**config.mk**
```make
export PLATFORM = sky130hd
export DESIGN_NAME = btn_debounce_repeat_flat
export DESIGN_NICKNAME = d
export VERILOG_FILES = /design/src/rtl/btn_debounce_repeat_if.sv /design/src/rtl/btn_debounce_repeat.sv /design/src/flat_wrapper.sv
export SDC_FILE = /design/constraint.sdc
export NUM_CORES = 1
export LEC_CHECK = 0
export CORE_ASPECT_RATIO = 1.5
export CORE_MARGIN = 2
export CORE_UTILIZATION = 40
export CTS_CLUSTER_DIAMETER = 100
export DETAILED_ROUTE_END_ITERATION = 6
export GPL_TIMING_DRIVEN = 0
export HOLD_SLACK_MARGIN = 0.12
export SKIP_CTS_REPAIR_TIMING = 1
export SLEW_MARGIN = 10
export SYNTH_ARGS = -nofsm -noshare
export SYNTH_HDL_FRONTEND = slang
export SYNTH_SLANG_ARGS = --single-unit
```
**constraint.sdc**
```tcl
create_clock -name clk -period 1.9 [get_ports clk]
set_clock_uncertainty 0.2 [all_clocks]
set_input_delay 0.475 -clock clk [delete_from_list [all_inputs] [get_ports clk]]
set_output_delay 0.475 -clock clk [all_outputs]
set_load 0.01 [all_outputs]
```
**src/rtl/btn_debounce_repeat_if.sv**
```systemverilog
// Button conditioning signal bundle: raw button in, debounced level/pulse/held out.
// master = conditioning block, slave = consumer that owns the raw pin side.
interface btn_debounce_repeat_if;
  logic btn;
  logic btn_pulse;
  logic btn_level;
  logic btn_held;

  modport master (
    input  btn,
    output btn_pulse,
    output btn_level,
    output btn_held
  );

  modport slave (
    output btn,
    input  btn_pulse,
    input  btn_level,
    input  btn_held
  );
endinterface

```
**src/rtl/btn_debounce_repeat.sv**
```systemverilog
// Push-button synchroniser, stable-time debouncer and press-pulse generator.
// Define BTN_AUTOREPEAT_EN to build the auto-repeat (REPEATING state, rp_cnt).
module btn_debounce_repeat #(
  parameter int unsigned DEBOUNCE_CYCLES = 250000,
  parameter int unsigned REPEAT_DELAY    = 12500000,
  parameter int unsigned REPEAT_PERIOD   = 2500000
) (
  input  logic                  clk,
  input  logic                  rst_n,
  btn_debounce_repeat_if.master bus
);

  // Both counters are 24 bits wide; out-of-range parameters stop elaboration.
  if (DEBOUNCE_CYCLES < 1 || DEBOUNCE_CYCLES >= (1 << 24)) begin : g_bad_debounce
    $error("btn_debounce_repeat: DEBOUNCE_CYCLES out of range 1..2^24-1");
  end
  if (REPEAT_DELAY < 1 || REPEAT_DELAY >= (1 << 24)) begin : g_bad_delay
    $error("btn_debounce_repeat: REPEAT_DELAY out of range 1..2^24-1");
  end
  if (REPEAT_PERIOD < 1 || REPEAT_PERIOD >= (1 << 24)) begin : g_bad_period
    $error("btn_debounce_repeat: REPEAT_PERIOD out of range 1..2^24-1");
  end

  localparam logic [23:0] DB_LAST = 24'(DEBOUNCE_CYCLES - 1);

  logic        btn_s0;
  logic        btn_s1;
  logic        level;
  logic [23:0] db_cnt;
  logic        toggle;
  logic        rise;
  logic        fall;

  always_ff @(posedge clk or negedge rst_n) begin
    if (!rst_n) begin
      btn_s0 <= 1'b0;
      btn_s1 <= 1'b0;
    end else begin
      btn_s0 <= bus.btn;
      btn_s1 <= btn_s0;
    end
  end

  // rise/fall mark the edge on which level flips, so the FSM reacts on that same edge.
  assign toggle = (btn_s1 != level) && (db_cnt == DB_LAST);
  assign rise   = toggle && !level;
  assign fall   = toggle && level;

  always_ff @(posedge clk or negedge rst_n) begin
    if (!rst_n) begin
      level  <= 1'b0;
      db_cnt <= '0;
    end else if (toggle) begin
      level  <= ~level;
      db_cnt <= '0;
    end else if (btn_s1 == level) begin
      db_cnt <= '0;
    end else begin
      db_cnt <= db_cnt + 24'd1;
    end
  end

`ifdef BTN_AUTOREPEAT_EN
  typedef enum logic [1:0] {RELEASED, PRESSED, REPEATING} state_t;

  localparam logic [23:0] RP_DELAY_LAST  = 24'(REPEAT_DELAY - 1);
  localparam logic [23:0] RP_PERIOD_LAST = 24'(REPEAT_PERIOD - 1);

  state_t      state;
  state_t      state_nxt;
  logic [23:0] rp_cnt;
  logic [23:0] rp_nxt;
  logic        pulse;
  logic        pulse_nxt;
  logic        held;

  always_ff @(posedge clk or negedge rst_n) begin
    if (!rst_n) begin
      state  <= RELEASED;
      rp_cnt <= '0;
      pulse  <= 1'b0;
      held   <= 1'b0;
    end else begin
      state  <= state_nxt;
      rp_cnt <= rp_nxt;
      pulse  <= pulse_nxt;
      held   <= (state_nxt == REPEATING);
    end
  end

  // A release always wins over a timer expiry on the same edge.
  always_comb begin
    state_nxt = state;
    rp_nxt    = rp_cnt;
    pulse_nxt = 1'b0;
    case (state)
      RELEASED: begin
        rp_nxt = '0;
        if (rise) begin
          state_nxt = PRESSED;
          pulse_nxt = 1'b1;
        end
      end
      PRESSED: begin
        if (fall) begin
          state_nxt = RELEASED;
          rp_nxt    = '0;
        end else if (rp_cnt == RP_DELAY_LAST) begin
          state_nxt = REPEATING;
          pulse_nxt = 1'b1;
          rp_nxt    = '0;
        end else begin
          rp_nxt = rp_cnt + 24'd1;
        end
      end
      REPEATING: begin
        if (fall) begin
          state_nxt = RELEASED;
          rp_nxt    = '0;
        end else if (rp_cnt == RP_PERIOD_LAST) begin
          pulse_nxt = 1'b1;
          rp_nxt    = '0;
        end else begin
          rp_nxt = rp_cnt + 24'd1;
        end
      end
      default: begin
        state_nxt = RELEASED;
        rp_nxt    = '0;
      end
    endcase
  end

  assign bus.btn_held = held;
`else
  typedef enum logic {RELEASED, PRESSED} state_t;

  state_t state;
  state_t state_nxt;
  logic   pulse;
  logic   pulse_nxt;

  always_ff @(posedge clk or negedge rst_n) begin
    if (!rst_n) begin
      state <= RELEASED;
      pulse <= 1'b0;
    end else begin
      state <= state_nxt;
      pulse <= pulse_nxt;
    end
  end

  always_comb begin
    state_nxt = state;
    pulse_nxt = 1'b0;
    case (state)
      RELEASED: begin
        if (rise) begin
          state_nxt = PRESSED;
          pulse_nxt = 1'b1;
        end
      end
      PRESSED: begin
        if (fall) state_nxt = RELEASED;
      end
    endcase
  end

  assign bus.btn_held = 1'b0;
`endif

  assign bus.btn_pulse = pulse;
  assign bus.btn_level = level;

endmodule

```
**src/flat_wrapper.sv**
```systemverilog
// flat-port wrapper written by rule: the top's interface ports become plain ports
module btn_debounce_repeat_flat 
#(
  parameter int unsigned DEBOUNCE_CYCLES = 250000,
  parameter int unsigned REPEAT_DELAY    = 12500000,
  parameter int unsigned REPEAT_PERIOD   = 2500000
)
  (clk, rst_n, bus_btn, bus_btn_pulse, bus_btn_level, bus_btn_held);
  btn_debounce_repeat_if bus_i ();
  input  logic clk;
  input  logic rst_n;
  input wire logic [$bits(bus_i.btn)-1:0] bus_btn;
  output wire logic [$bits(bus_i.btn_pulse)-1:0] bus_btn_pulse;
  output wire logic [$bits(bus_i.btn_level)-1:0] bus_btn_level;
  output wire logic [$bits(bus_i.btn_held)-1:0] bus_btn_held;
  assign bus_i.btn = bus_btn;
  assign bus_btn_pulse = bus_i.btn_pulse;
  assign bus_btn_level = bus_i.btn_level;
  assign bus_btn_held = bus_i.btn_held;
  btn_debounce_repeat #(.DEBOUNCE_CYCLES(DEBOUNCE_CYCLES), .REPEAT_DELAY(REPEAT_DELAY), .REPEAT_PERIOD(REPEAT_PERIOD)) u_core (.clk(clk), .rst_n(rst_n), .bus(bus_i));
endmodule
```
## After elaboration in Yosys (flattened, before gate mapping)

Index checks and enable logic that the tools add are counted.

| word-level totals | value |
|---|---|
| bits in registers | 29 |
| input port bits | 3 |
| output and inout port bits | 3 |
| logic and storage cells | 22 |

| cells by class | value |
|---|---|
| add/sub/neg operators | 1 |
| equality and inequality tests | 3 |
| multiplexer cells | 6 |
| bitwise operators | 2 |
| reductions and logical operators | 4 |

Operators by type and width:

| kind | count |
|---|---|
| 2-to-1 mux 24 bit | 2 |
| adder 24 x 1 -> 24 bit (second input constant) | 1 |
| equality test 24 x 18 -> 1 bit (second input constant) | 1 |
| logical AND 1 bit | 3 |
| 2-to-1 mux 1 bit | 3 |
| inverter 1 bit | 2 |
| one-hot mux 1 bit (2 select lines) | 1 |
| equality test 1 bit | 1 |
| logical NOT 1 bit | 1 |
| != test 1 bit | 1 |

## Longest topological paths before layout

| logic depth | value |
|---|---|
| word-level depth | 5 |
| gate-level depth with buffers | 6 |
| gate-level depth less buffers | 5 |

## Least setup slack after synthesis

OpenSTA, ideal clock, no wires.

| path | value |
|---|---|
| kind | register to register |
| start point | register u_core.db_cnt[4] |
| end point | register u_core.db_cnt[21] |
| library setup time | 74 ps |
| arrival | 1,833 ps |
| data required time | 1,626 ps |
| slack | -208 ps |
| cell stages (with the launch flop) | 6 |
| buffers on the path | 1 |
| period minus slack after synthesis | 2,108 ps |
| path through | dfrtp_1 -> nand3_4 -> or4_4 -> buf_6 -> or4_4 -> a21oi_2 |

| between the ends | value |
|---|---|
| cells in the longest elaborated chain, start to end | 3 |
| elaborated cells on any way between the ends | 5 |
| those cells by class | add/sub (1); eq/ne (1); mux (2); reduce/logical (1) |

Ends and longest elaborated chain:

| what | line | source |
|---|---|---|
| start: declaration | btn_debounce_repeat.sv:29 | `logic [23:0] db_cnt;` |
| start signal: assignment | btn_debounce_repeat.sv:59 | `db_cnt <= db_cnt + 24'd1;` |
| adder 24 x 1 -> 24 bit / equality test 24 x 18 -> 1 bit (equally long branches) | btn_debounce_repeat.sv:59, btn_debounce_repeat.sv:45 |  |
| 2-to-1 mux 24 bit / logical AND 1 bit (equally long branches) | btn_debounce_repeat.sv:56, btn_debounce_repeat.sv:45 |  |
| 2-to-1 mux 24 bit * | btn_debounce_repeat.sv:53 | `end else if (toggle) begin` |

Mark *: on every way between the ends. The rest lies on a longest branch, timed or not.
A chain may end at the register's enable or synchronous reset.

## Final worst setup path

| path | value |
|---|---|
| start point | register u_core.db_cnt[0] |
| end point | register u_core.db_cnt[21] |

The elaborated chain is that of the path after synthesis.

==> run summary <==
TIMING
--------------------------------------------------------------------------------------------------
Post-route fraction of the period consumed by the critical path                               1.12
Transition time at the pin with the least slew margin                                     0.628 ns
Final critical path time including I/O delays and setup                                    2.13 ns
Final hold violation count                                                                       0
Unrepaired setup endpoints after global routing                                               true
Relative max-transition margin                                                               0.581
Slew Viols, Final                                                                                0
Final worst slack                                                                        -0.233 ns
Hold Slack                                                                                0.159 ns
Final number of setup-violating endpoints                                                        9
Setup TNS                                                                                -0.880 ns
Maximum achievable frequency                                                             0.469 GHz

DETAILED ROUTING
--------------------------------------------------------------------------------------------------
Number of design-rule violations left by the first detailed-router iteration                    28
Routed vias/inst                                                                              5.36
Drc violations                                                                                   0
Post-detailed-route wirelength per cell                                                    15.1 µm
Sum of routed wire length over all layers                                                  3230 µm
Antenna viol nets, final                                                                         0
Via Count                                                                                     1141
Drt first pass iters                                                                             4

LAYOUT
--------------------------------------------------------------------------------------------------
Filler cell count in the final layout                                                          286
Number of nets in the layout                                                                   176
Number of diodes added for antenna fixing                                                        0
Cell area after layout                                                                    1860 µm²
Share of post-route cells with drive strength above 1                                        0.380
Area growth, synth to finish                                                                 35.4%

YOSYS
--------------------------------------------------------------------------------------------------
Cell type with the highest aggregate area in the netlist                              sky130_fd_sc_hd__dfrtp_1
Synth async-reset ratio                                                                       1.00
Number of flip-flops and latches in the synthesized netlist                                     28
Netlist area before placement                                                             1380 µm²
Top-count cell post-synth                                                             sky130_fd_sc_hd__dfrtp_1
Number of synthesized flops with an enable pin                                                   0
Cells taking the most area after synthesis                                            sky130_fd_sc_hd__dfrtp_1 51%, sky130_fd_sc_hd__xnor2_1 5.7%, sky130_fd_sc_hd__nor2_1 4.6%
Sequential element share of the synthesized area                                             0.510
Most frequent cells after synthesis                                                   28 x sky130_fd_sc_hd__dfrtp_1, 17 x sky130_fd_sc_hd__nor2_1, 9 x sky130_fd_sc_hd__or3_1, 9 x sky130_fd_sc_hd__xnor2_1, 8 x sky130_fd_sc_hd__a21oi_1
Average footprint of a synthesized cell                                                   9.96 µm²
Synthesized Nets                                                                               142
Most common flop cell mapped by yosys                                                 sky130_fd_sc_hd__dfrtp_1
Cells after synthesis                                                                          138
Synth Warn #                                                                                     0
Proportion of netlist area held by the largest area contributor                              0.510
Number of library cell types mapped by synthesis                                                29

SETUP PATH
--------------------------------------------------------------------------------------------------
Maximum fanout count along the critical path                                                     5
R2R Setup Slk                                                                             -0.23 ns
Crit path required time                                                                    1.91 ns
Kind of start point of the critical path                                                  register
Reg-to-reg critical path startpoint                                                   u_core.db_cnt[0]
R2R depth                                                                                        5
Endpoint class of the critical path                                                       register
WP data arrival                                                                            2.15 ns
Classification of the worst setup path                                                     reg2reg
Destination of the worst register-to-register timing path                             u_core.db_cnt[21]

POWER AND IR DROP
--------------------------------------------------------------------------------------------------
Comb pwr share                                                                               0.057
Net switching component of the power                                                    0.000228 W
Leakage                                                                                   0.730 nW
Power density of the placed cells                                                       614 nW/µm²
Part of the total power dissipated in sequential elements                                    0.533
Maximum vdd ir drop                                                                     0.000437 V
Share of total power in the clock network                                                    0.410
Power Internal                                                                          0.000915 W
Sw frac                                                                                      0.199

CLOCK NETWORK
--------------------------------------------------------------------------------------------------
Clock transition time at the flip-flop clock pins of the worst setup and hold paths        0.10 ns
H-tree depth                                                                                     1
Clk_lat worst skew                                                                         0.28 ns
TritonCTS buffer count                                                                           3
Clock Root Buffer                                                                     sky130_fd_sc_hd__clkbuf_8
Number of buffers on the longest clock path                                                      2
Total clock sinks                                                                               28
CTS tree                                                                                     built

WORST HOLD PATH
--------------------------------------------------------------------------------------------------
Number of cells on the worst hold path                                                           0
Source of the worst hold timing path                                                  u_core.btn_s0
Hold EP                                                                               u_core.btn_s1
Path class of the lowest-slack min-delay path                                              reg2reg

GLOBAL ROUTE
--------------------------------------------------------------------------------------------------
Largest net degree at the start of global routing                                               29
Via count of the first global-routing pass                                                    1015
Antenna violations before repair                                                                 0
Global-route wire length before repair                                                     4500 µm
Overall track demand over capacity in global routing                                         0.153
Remaining global-route overflow                                                                  0

DIE
--------------------------------------------------------------------------------------------------
Rows                                                                                            26
Area of the placeable core                                                                3350 µm²
Die extent in y                                                                            75.8 µm
Die Width                                                                                  51.9 µm
Die area                                                                                  3930 µm²
Effective utilization at floorplan                                                           0.410
IO Pins                                                                                          6

OUTCOME
--------------------------------------------------------------------------------------------------
Failing checks                                                                        setup timing
Run status                                                                            finished, violations left

PLACE
--------------------------------------------------------------------------------------------------
Placed wire-length estimate after detailed placement                                       1940 µm
Total placed instance area                                                                1470 µm²
Port Buf Inserts                                                                                 4
Routability cong.                                                                            0.801

RUN
--------------------------------------------------------------------------------------------------
Max-capacitance violation count                                                                  0

-- stage by stage --
step,total power [W],cells,utilization,worst slack (ns)
global placement,0.000660,184,0.439,-0.334
CTS,0.00113,188,0.460,-0.416
finish,0.00114,213,0.556,-0.233
floorplan,0.000639,138,-,-0.169
global route,0.00119,213,0.556,-0.335
detailed placement,0.000660,184,0.439,-0.396
-- routing by layer --
layer	share of wire	GRT usage	vias to the layer above
met2	0.56	0.266	15
met5	0	0	-
li1	-	-	555
met1	0.41	0.187	565
met4	0.0090	0.0497	0
met3	0.020	0.0333	6
-- power groups by stage --
stage / registers, W / clock network (W) / logic (W)
CTS: 0.000609 / 0.000478 / 0.0000401
detailed placement: 0.000620 / 0 / 0.0000401
global route: 0.000609 / 0.000504 / 0.0000726
global placement: 0.000620 / 0 / 0.0000395
floorplan: 0.000619 / 0 / 0.0000194
finish: 0.000608 / 0.000469 / 0.0000654
-- state kept, by name, indices dropped and copies added, names as in the netlist, named ones only --
name	count
u_core.btn_s0	1
u_core.bus.btn_pulse	1
u_core.db_cnt	24
u_core.btn_s1	1
-- cells in the final DEF (no fill, tap or decap), drive strengths merged --
cell type,count
and4,1
nor3,3
clkbuf,3
nand2,5
nand4,7
bufinv,1
nor4b,2
or3,9
ha,1
xor2,6
xnor2,9
buf,30
o21bai,1
and3,1
dfrtp,28
nor4,5
clkdlybuf4s50,3
or4,5
inv,5
a21oi,9
o21ai,7
nand3,8
conb,1
nor2,17
o31ai,2
dlygate4sd3,1
or2,1
-- cell type report --
| class | count | area (µm²) | area share |
|---|---|---|---|
| sequential | 28 | 714 | 0.384 |
| clock inverter | 1 | 30.0 | 0.0161 |
| timing repair buffer | 30 | 230 | 0.124 |
| multi-input combinational | 100 | 733 | 0.394 |
| tap | 42 | 52.6 | 0.0282 |
| clock buffer | 3 | 41.3 | 0.0222 |
| buffer | 4 | 41.3 | 0.0222 |
| inverter | 5 | 18.8 | 0.0101 |
-- cell families after synthesis --
group | synth area share
buffers and inverters | 0.0355
AND/OR/NAND/NOR | 0.270
adder cells (fa/ha/maj) | 0.00910
flip-flops | 0.510
XOR/XNOR | 0.0955
other | 0.00273
AO/OA/AOI/OAI | 0.0773
-- critical path, cell delays in order (launching register included) --
cell                      delay, ns
sky130_fd_sc_hd__dfrtp_2       0.39
sky130_fd_sc_hd__nand4_1       0.23
sky130_fd_sc_hd__or4_4         0.50
sky130_fd_sc_hd__buf_6         0.15
sky130_fd_sc_hd__or4_4         0.47
sky130_fd_sc_hd__a21oi_2       0.12
-- worst max-delay path by stage --
stage                startpoint                 to  slack (ns)
6_report       u_core.db_cnt[0]  u_core.db_cnt[21]       -0.23
5_1_grt        u_core.db_cnt[1]  u_core.db_cnt[21]       -0.33
4_1_cts        u_core.db_cnt[0]  u_core.db_cnt[22]       -0.42
3_5_place_dp   u_core.db_cnt[0]  u_core.db_cnt[22]       -0.40
3_3_place_gp   u_core.db_cnt[0]  u_core.db_cnt[20]       -0.33
2_1_floorplan  u_core.db_cnt[8]  u_core.db_cnt[21]       -0.17
(Power assumes the default switching activity.)
==> variant (same settings) <==
Add a define of `BTN_AUTOREPEAT_EN`.
--- a/src/rtl/btn_debounce_repeat.sv
+++ b/src/rtl/btn_debounce_repeat.sv
@@ -1,5 +1,7 @@
 // Push-button synchroniser, stable-time debouncer and press-pulse generator.
 // Define BTN_AUTOREPEAT_EN to build the auto-repeat (REPEATING state, rp_cnt).
+`define BTN_AUTOREPEAT_EN
+
 module btn_debounce_repeat #(
   parameter int unsigned DEBOUNCE_CYCLES = 250000,
   parameter int unsigned REPEAT_DELAY    = 12500000,
Behaviour: same outputs for any inputs over 10 cycles, from zero or initial values and one cycle with rst_n low; that may be too few to reach the edited logic, so the function may still have changed.
==> variant against the original RTL <==
- sequential cell count up 27
- wire length up 75%
- synthesized area up 100%
- clock power up 44%
- final area up 88%
- worst setup slack worse by 0.24 ns
- power up 70%
- largest power group unchanged
- the run still ends with setup timing left
- worst hold slack better by 0.0058 ns
==> variant: results (changes against the original RTL) <==
- Placed cell count: 357 (+94%)
- Placed cell area: 0.002934 sq mm (+100%)
- Fillers: 623 (+120%)
- M1 wire length: 2252 microns (+71%)
- Final Non-Filler Cells: 390 (+83%)
- Drt via density: 5.238 (-2.2%)
- Iter 0 DRT Violations: 70 (+150%)
- FF-to-FF End: u_core.rp_cnt[7]
- Commonest cells post-synth: nor2_1 (59), dfrtp_1 (55), xor2_1 (29)
- Worst slack, placed: -0.5386 ns (-0.1430 ns)
- Arr. time, crit path: 2.39 ns (+0.24 ns)
- Final setup viols: 53 (+44)
- Violated checks: setup timing
- Clk_lat worst skew: 0.32 ns (+0.04 ns)
- Largest net degree at the start of global routing: 56 (+93%)
- Hpwl dp: 3525 microns (+82%)
- Maximum VDD drop: 311.0 uV (-29%)
- Setup ws final: -0.4699 ns (-0.2368 ns)
- Met2 WL: 3219 microns (+78%)
- Seq/Total Area, Yosys: 49.91% (-1.0 points)
- Initial antenna violation count: 0 (unchanged)
- Vias in the first global route: 1,904 (+88%)
- Synth top area cells: dfrtp_1 (50%), xor2_1 (9.2%), nor2_1 (8.0%)
- Setup TNS: -18.91 ns (-18.03 ns)
- First-pass GRT wire length: 8901 microns (+98%)
- Final Cell Area: 0.003506 sq mm (+88%)
- Worst-Margin Slew: 0.6953 ns (+0.06751 ns)
- Total track usage: 14.75% (-0.54 points)
- CTS Buf Count: 5 (+2)
- Routed WL: 5657 microns (+75%)
- Synth unique cells: 36 (+24%)
- Syn_area_per_cell: 10.06 sq um (+1.0%)
- Layout cell share with drive strength beyond 1: 33.01% (-5.0 points)
- Leak: 1.446 nW (+98%)
- Layout net count: 320 (+82%)
- Met3 routed WL: 89 microns (+35%)
- H-Tree Level Count: 2 (+1)
- Status: complete, but fails checks
- R2r worst-path depth: 7 (+2)
- # port buffers: 5 (+1)
- Syn Nets: 283 (+99%)
- GPL Wtd Cong: 0.7930 (-1.0%)
- Synth Warn #: 0 (unchanged)
- Switch Pwr: 464.4 uW (+100%)
- Worst setup path startpoint: u_core.rp_cnt[5]
variant: area by class of cell:
cell class                      count  share of cell area [%]
Multi-Input combinational cell    205                   43.33
Sequential cell                    55                   39.36
Timing Repair Buffer               31                   9.243
Tap cell                           78                   2.784
Clock buffer                        5                   1.963
Buffer                              4                   1.713
Inverter                            9                  0.9636
Clock inverter                      3                  0.6424
variant: worst max-delay path: stages (launching register included):
cell and delay (ns):
dfrtp_1 0.40, or4b_4 0.55, nor4_4 0.36, nand3_1 0.16, a22o_1 0.27, nand3_4 0.13
clkbuf_16 0.17, nor2_2 0.03
variant: worst min path at each step:
stage | cells after the start | slack, ns | startpoint | end
after global routing | 0 | 0.18 | u_core.btn_s0 | u_core.btn_s1
after global placement | 0 | 0.14 | u_core.btn_s0 | u_core.btn_s1
after detailed placement | 0 | 0.14 | u_core.btn_s0 | u_core.btn_s1
after CTS | 1 | 0.006 | rst_n | u_core.rp_cnt[3]
final | 0 | 0.17 | u_core.btn_s0 | u_core.btn_s1
after floorplan | 0 | -0.02 | rst_n | u_core.btn_s0
variant: power groups by stage:
stage	Combinational, mW	Clock [mW]	Sequential [mW]
finish	0.0843	0.675	1.18
global route	0.0939	0.740	1.18
CTS	0.0557	0.701	1.18
detailed placement	0.0556	0	1.21
global placement	0.0564	0	1.21
floorplan	0.0237	0	1.21
variant: cell families after synthesis:
group | count (synthesis) | synth area share [%]
fa+ha+maj | 6 | 2.722
simple gates | 142 | 27.13
flops | 55 | 49.91
xor+xnor | 46 | 14.61
compound gates | 11 | 3.040
buf+inv | 14 | 2.586
variant: layer usage:
| metal | track usage, % | vias to the layer above |
|---|---|---|
| met2 | 26.46 | 17 |
| met1 | 17.19 | 1015 |
| met3 | 2.677 | 9 |
| li1 | - | 1002 |
| met4 | 5.256 | 0 |
| met5 | 0 | - |
